$ cat config.mk
export PLATFORM = sky130hd
export DESIGN_NAME = instr_fetch_unit
export DESIGN_NICKNAME = d
export VERILOG_FILES = /design/src/rtl/instr_fetch_unit.sv
export SDC_FILE = /design/constraint.sdc
export NUM_CORES = 1
export LEC_CHECK = 0
export CORE_UTILIZATION = 45
export DETAILED_ROUTE_END_ITERATION = 6
export DONT_BUFFER_PORTS = 1
export PLACE_DENSITY_LB_ADDON = 0.08
export SKIP_LAST_GASP = 1
export SLEW_MARGIN = 20
export SYNTH_ARGS = -nofsm -noshare
export SYNTH_HDL_FRONTEND = slang
export SYNTH_SLANG_ARGS = --single-unit
$ cat constraint.sdc
create_clock -name clk_i -period 5.12 [get_ports clk_i]
set_clock_uncertainty 0.15 [all_clocks]
set_input_delay 1.536 -clock clk_i [delete_from_list [all_inputs] [get_ports clk_i]]
set_output_delay 1.536 -clock clk_i [all_outputs]
set_load 0.01 [all_outputs]
$ cat src/rtl/instr_fetch_unit.sv
// Instruction fetch unit: owns the fetch PC, reads a combinational instruction
// memory, buffers {pc, instr} pairs in a prefetch FIFO and hands them to decode
// over a valid/ready handshake. A redirect flushes the FIFO and restarts fetch.
module instr_fetch_unit #(
  parameter logic [31:0] RESET_PC   = 32'h0000_0000,
  parameter int          FIFO_DEPTH = 4
) (
  input  logic                          clk_i,
  input  logic                          rst_i,
  input  logic                          enable_i,
  output logic [31:0]                   imem_addr_o,
  input  logic [31:0]                   imem_instr_i,
  input  logic                          redirect_i,
  input  logic [31:0]                   redirect_pc_i,
  output logic                          instr_valid_o,
  input  logic                          instr_ready_i,
  output logic [31:0]                   instr_o,
  output logic [31:0]                   pc_o,
  output logic [$clog2(FIFO_DEPTH):0]   fifo_count_o
);

  localparam int PW = $clog2(FIFO_DEPTH);
  localparam int CW = PW + 1;

  logic [31:0]   fetch_pc;
  logic [31:0]   pc_mem    [FIFO_DEPTH];
  logic [31:0]   instr_mem [FIFO_DEPTH];
  logic [PW-1:0] head;
  logic [PW-1:0] tail;
  logic [CW-1:0] count;
  logic          pop;
  logic          push;

  // Redirect targets are word-aligned by dropping the low bits.
  logic unused_redirect_low;
  assign unused_redirect_low = ^redirect_pc_i[1:0];

  assign instr_valid_o = (count != '0);
  assign pop           = instr_valid_o & instr_ready_i;
  // A full FIFO can still accept a fetch when the head leaves this cycle.
  assign push          = enable_i & ~redirect_i & ((count < CW'(FIFO_DEPTH)) | pop);

  assign imem_addr_o   = fetch_pc;
  assign fifo_count_o  = count;
  assign instr_o       = instr_valid_o ? instr_mem[head] : '0;
  assign pc_o          = instr_valid_o ? pc_mem[head]    : '0;

  // Fetch PC, FIFO pointers and occupancy; redirect overrides push and pop.
  always_ff @(posedge clk_i or posedge rst_i) begin
    // NOTE: sequential state uses non-blocking assignments so every register
    // samples the pre-edge values, independent of statement order.
    if (rst_i) begin
      fetch_pc <= RESET_PC;
      head     <= '0;
      tail     <= '0;
      count    <= '0;
    end else if (redirect_i) begin
      fetch_pc <= {redirect_pc_i[31:2], 2'b00};
      head     <= '0;
      tail     <= '0;
      count    <= '0;
    end else begin
      if (push) begin
        fetch_pc <= fetch_pc + 32'd4;
        tail     <= tail + PW'(1);
      end
      if (pop) begin
        head <= head + PW'(1);
      end
      count <= count + CW'(push) - CW'(pop);
    end
  end

  // FIFO payload storage, written at the tail on every push.
  always_ff @(posedge clk_i) begin
    // NOTE: the payload array is deliberately not reset; outputs are gated by
    // instr_valid_o, so stale contents are never observable.
    if (push) begin
      pc_mem[tail]    <= fetch_pc;
      instr_mem[tail] <= imem_instr_i;
    end
  end

endmodule

* After elaboration in Yosys (flattened, before gate mapping)
Memory sizes are Yosys's and may differ from the RTL's. Cells that the tools add are included.
Cells by class: reduce and logical (&&, ||, !) cells 3, multiplexer cells 11, bitwise operators 5, add/sub/neg operators 5, order comparisons 1
Operators by type and width (number):
- $mux 32 | 4
- $add 32x3->32 const B | 1
- $mux 2 | 4
- $add 2x1->2 const B | 2
- $reduce_bool 2->1 | 2
- $add 3x1->3 | 1
- $and 1x1->1 | 3
- $lt 3x3->1 const B | 1
- $mux 3 | 1
- $reduce_bool 3->1 | 1
- $sub 3x1->3 | 1
- $mux 1 | 2
- $not 1->1 | 1
- $or 1x1->1 | 1
Word-level totals: bits in registers 39, input bits 69, word-level logic and storage cells 31, bits in writable memories 256, memories kept 2, output and inout bits 100
Memories:
- instr_mem | words 4, bits a word 32, read ports 1, clocked after memory_dff 0, wr ports 1, line 27 | logic [31:0] instr_mem [FIFO_DEPTH];
- pc_mem | words 4, bits a word 32, read ports 1, clocked after memory_dff 0, wr ports 1, line 26 | logic [31:0] pc_mem [FIFO_DEPTH];

* Depth between registers and ports, before layout
depth in word-level cells 7, depth in mapped cells 11

* Worst setup path before layout
Ideal clock, no wire load.
path type input -> register, from input port instr_ready_i, to memory instr_mem[0][0] (enable), stages 4, path slack 1025 ps, arrival time 3518 ps, data required time 4543 ps, library setup time 427 ps, path buffers 0, cells stage by stage nand2b_1 nand2_1 nor2_1 and2_1
On the way: longest elaborated chain between the ends 5
RTL lines:
- start: declaration | line 16 | input logic instr_ready_i,
- $and 1x1->1 | line 39 | assign pop = instr_valid_o & instr_ready_i;
- $or 1x1->1 | line 41 | assign push = enable_i & ~redirect_i & ((count < CW'(FIFO_DEPTH)) | pop);
- $and 1x1->1 | line 41
- $mux 1 | line 78 | if (push) begin
- $mux 1 (implied by the code) | line 80 | instr_mem[tail] <= imem_instr_i;
- end: declaration | line 27
No other way between the ends.

* Worst setup path after layout
from register count[2], in the netlist fifo_count_o[2], to output port pc_o[28]
On the way: longest elaborated chain between the ends 2
RTL lines:
- start: declaration | line 30 | logic [CW-1:0] count;
- start signal: assignment | line 70 | count <= count + CW'(push) - CW'(pop);
- $reduce_bool 3->1 | line 38 | assign instr_valid_o = (count != '0);
- named net instr_valid_o | line 15 | output logic instr_valid_o,
- $mux 32 | line 46 | assign pc_o = instr_valid_o ? pc_mem[head] : '0;
- end: declaration | line 18 | output logic [31:0] pc_o,
The timed path passes the listed nets, and every way through them passes these cells.

==> out/qor_table.md <==
| Result | Reported |
| --- | --- |
| Result of the run | finished, final reports clean |
| Initial Utilization | 0.4585 |
| Worst path arrival time | 2.43 ns |
| Clock buffer depth | 3 |
| Total negative setup slack | 0 ns |
| Iteration-0 DRC count of the detailed router | 298 |
| Number of hold-repair buffers added at the cts stage | 0 |
| Count of endpoints failing setup in the final report | 0 |
| Via count of the first global-routing pass | 5943 |
| Simple-gate area share of the yosys netlist | 0.08444 |
| Combined flip-flop and latch cell area | 8381 µm² |
| Via Count | 5505 |
| Leading cell types by total area after synthesis | sky130_fd_sc_hd__edfxtp_1 (65%), sky130_fd_sc_hd__mux4_2 (12%), sky130_fd_sc_hd__dfrtp_1 (8.0%) |
| Final critical path time including I/O delays and setup | 4.114 ns |
| Residual DRC count | 0 |
| Largest family of logic cells by synthesized area | multiplexers |
| Buffers inserted by post-CTS timing repair | 0 |
| Clk Latency, worst-skew pair | 0.53 ns |
| Share of synthesized flip-flops with an asynchronous set or reset | 0.1298 |
| Main flop type after synthesis | sky130_fd_sc_hd__edfxtp_1 |
| Total power draw | 6.178 mW |
| Boundary pin count | 169 |
| Clock Sinks | 285 |
| Post-cts gate resize count | 0 |
| Area of the multi-input gates | 2964 µm² |
| Ys Warns | 0 |
| Post-synthesis register bit count | 285 |
| Diode insertion count for antenna repair | 0 |
| Global route total overflow | 0 |
| Number of flops mapped to enable cells by yosys | 248 |
| Library cell with the largest summed area after synthesis | sky130_fd_sc_hd__edfxtp_1 |
| Final worst slack | 1.006 ns |
| Pre-CTS setup slack | 1.301 ns |
| Iteration count of the initial detailed-routing pass | 6 |
| Half-perimeter wire length after detailed placement | 12890 µm |
| Fin crit share | 0.8034 |
| Fraction of synthesized cell area taken by the top area cell type | 0.6468 |
| Post-synthesis cell count | 634 |
| Crit path max fanout | 42 |
| Antenna violations before repair | 0 |
| Area of the mapped netlist | 11510 µm² |
| Die Y | 162.0 µm |
| Unrepaired setup endpoints after global routing | false |
| Clock tree from TritonCTS | done |
| Mean instance size in the synthesized netlist | 18.16 µm² |
| Hold Path Class | reg2reg |
| Max_slew headroom | 0.3028 |
| Buffers added on ports | 0 |
| Post-Route Utilization | 0.5118 |
| Top library cells by usage in the layout, fill and taps aside | sky130_fd_sc_hd__edfxtp_1 (248), sky130_fd_sc_hd__and2_1 (65), sky130_fd_sc_hd__mux4_2 (62) |
| Static Leak | 4.204 nW |
| Placer Congestion | 0.7792 |
| Antenna violation net count after detailed routing | 0 |
| Signed area change from the synthesized netlist to the final layout | 11.62% |
| Final count of hold timing violations | 0 |
| Pins over their slew limit | 0 |
| Total detailed-routing wirelength | 22790 µm |
| Nets@finish | 716 |
| Worst Setup Path Type | reg2out |
| Synth Area in Adders | 0.009346 |
| Highest achievable clock rate | 0.2431 GHz |
| Measured slew at the worst slew-check pin | 1.046 ns |
| Area of the core region | 25110 µm² |
| IR Drop Worst-Case VDD | 0.3221 mV |
| Post-synthesis cell type count | 38 |
| Number of buffers inserted during clock tree synthesis | 30 |
| Average wire per cell in the routed design | 22.95 µm |
| Crit. End Element | output port |
| Clock tree root buffer cell | sky130_fd_sc_hd__clkbuf_16 |
| Die area | 26230 µm² |
| First-pass GRT wire length | 34900 µm |
| Most frequent standard cell in the layout excluding fill and tap cells | sky130_fd_sc_hd__edfxtp_1 |
| Number of max-capacitance violations reported | 0 |
| Number of vias per cell | 5.544 |
| Power density over the cells | 480.8 nW/µm² |
| Element type at the critical path start | flip-flop |
| Sequential cell area fraction in the yosys report | 0.7272 |
| Layout cells sized above 1 | 0.1961 |
| Horiz. Die Dim | 162.0 µm |
| Clock edge transition at the registers on the reported setup and hold paths | 0.06 ns |
| Fraction of synthesized area in multiplexers | 0.1230 |
| H-tree level count | 1 |
| Global router's overall resource usage | 0.1784 |
| Synthesized-area fraction occupied by xor and xnor cells | 0.02358 |
| Compound-gate portion of the synthesized area | 0.01478 |
| Fillers | 2085 |
| Placement Rows | 58 |
| Required time reported for the critical path endpoint | 3.43 ns |
| Pin count of the biggest net entering global routing | 67 |
stage by stage:
step                      area, µm²  hold slack, ns  cells
final                         12850          0.4233    993
after floorplan               11520          0.3925    637
after global routing          12850          0.4975    993
after detailed placement      11840          0.4120    937
after CTS                     12850          0.4199    993
after global placement        11840          0.3979    937
cells in the mapped netlist (2+ instances only):
master                     number
sky130_fd_sc_hd__buf_2          9
sky130_fd_sc_hd__nor2b_1        2
sky130_fd_sc_hd__dfrtp_1       37
sky130_fd_sc_hd__xor2_1        23
sky130_fd_sc_hd__nand4_1       13
sky130_fd_sc_hd__a31oi_1        2
sky130_fd_sc_hd__nand2_1       39
sky130_fd_sc_hd__nor3_1         2
sky130_fd_sc_hd__nand3_1       12
sky130_fd_sc_hd__mux4_2        62
sky130_fd_sc_hd__inv_1          9
sky130_fd_sc_hd__or3_1          3
sky130_fd_sc_hd__nor2_1        11
sky130_fd_sc_hd__ha_1           7
sky130_fd_sc_hd__o21ai_0       29
sky130_fd_sc_hd__nand4_2        2
sky130_fd_sc_hd__buf_4          4
sky130_fd_sc_hd__edfxtp_1     248
sky130_fd_sc_hd__xnor2_1        8
sky130_fd_sc_hd__mux2i_1        2
sky130_fd_sc_hd__buf_1          2
sky130_fd_sc_hd__and3_1         5
sky130_fd_sc_hd__nor4_1         2
sky130_fd_sc_hd__clkbuf_1      19
sky130_fd_sc_hd__and2_1        69
worst max-delay path, cell delays in order, from the launching register on:
cell                      delay, ns
sky130_fd_sc_hd__dfrtp_1       0.47
sky130_fd_sc_hd__or3_2         0.75
sky130_fd_sc_hd__buf_4         0.38
sky130_fd_sc_hd__and2_1        0.28
registers in the layout, indices dropped and copies added, names as in the netlist:
name and count:
tail 2, fifo_count_o 3, imem_addr_o 30, instr_mem 128, pc_mem 120, head 2
final timing paths:
kind | start | end | slack [ns] | depth (start not counted)
worst max-delay path | fifo_count_o[2] | pc_o[28] | 1.01 | 3
worst min-delay path | tail[1] | tail[1] | 0.42 | 2
worst max register to register | fifo_count_o[2] | fifo_count_o[2] | 2.23 | 9
worst min register to register | tail[1] | tail[1] | 0.42 | 2
max in group asynchronous | rst_i | head[0] | 3.59 | 2
min in group asynchronous | rst_i | imem_addr_o[14] | 0.85 | 2
per-layer routing:
metal  vias up  share of wire  global-route usage
met4         0          0.015             0.04674
met2       155           0.50              0.2979
met5         -              0                   0
li1       2447              -                   -
met3        28          0.080             0.05950
met1      2875           0.41              0.2233
logic make-up after synthesis:
group | after synthesis
buffers and inverters | 44
XOR/XNOR | 31
AND/OR/NAND/NOR | 168
multiplexers | 64
AO/OA/AOI/OAI | 33
other | 1
adder cells (fa/ha/maj) | 8
flip-flops | 285
where the power goes:
part	leakage, nW	internal, mW	switching, mW
sequential	2.71	2.68	0.178
clock	0.500	1.33	0.836
combinational	0.996	0.508	0.648
total	4.20	4.52	1.66
final cells by class:
type	count	area share
clock inverter	18	0.01460
multi-input combinational	308	0.2306
inverter	9	0.002629
tap	330	0.03213
sequential	285	0.6521
timing repair buffer	5	0.003894
clock buffer	38	0.06397
No activity file was read; power rests on OpenSTA's default activity.
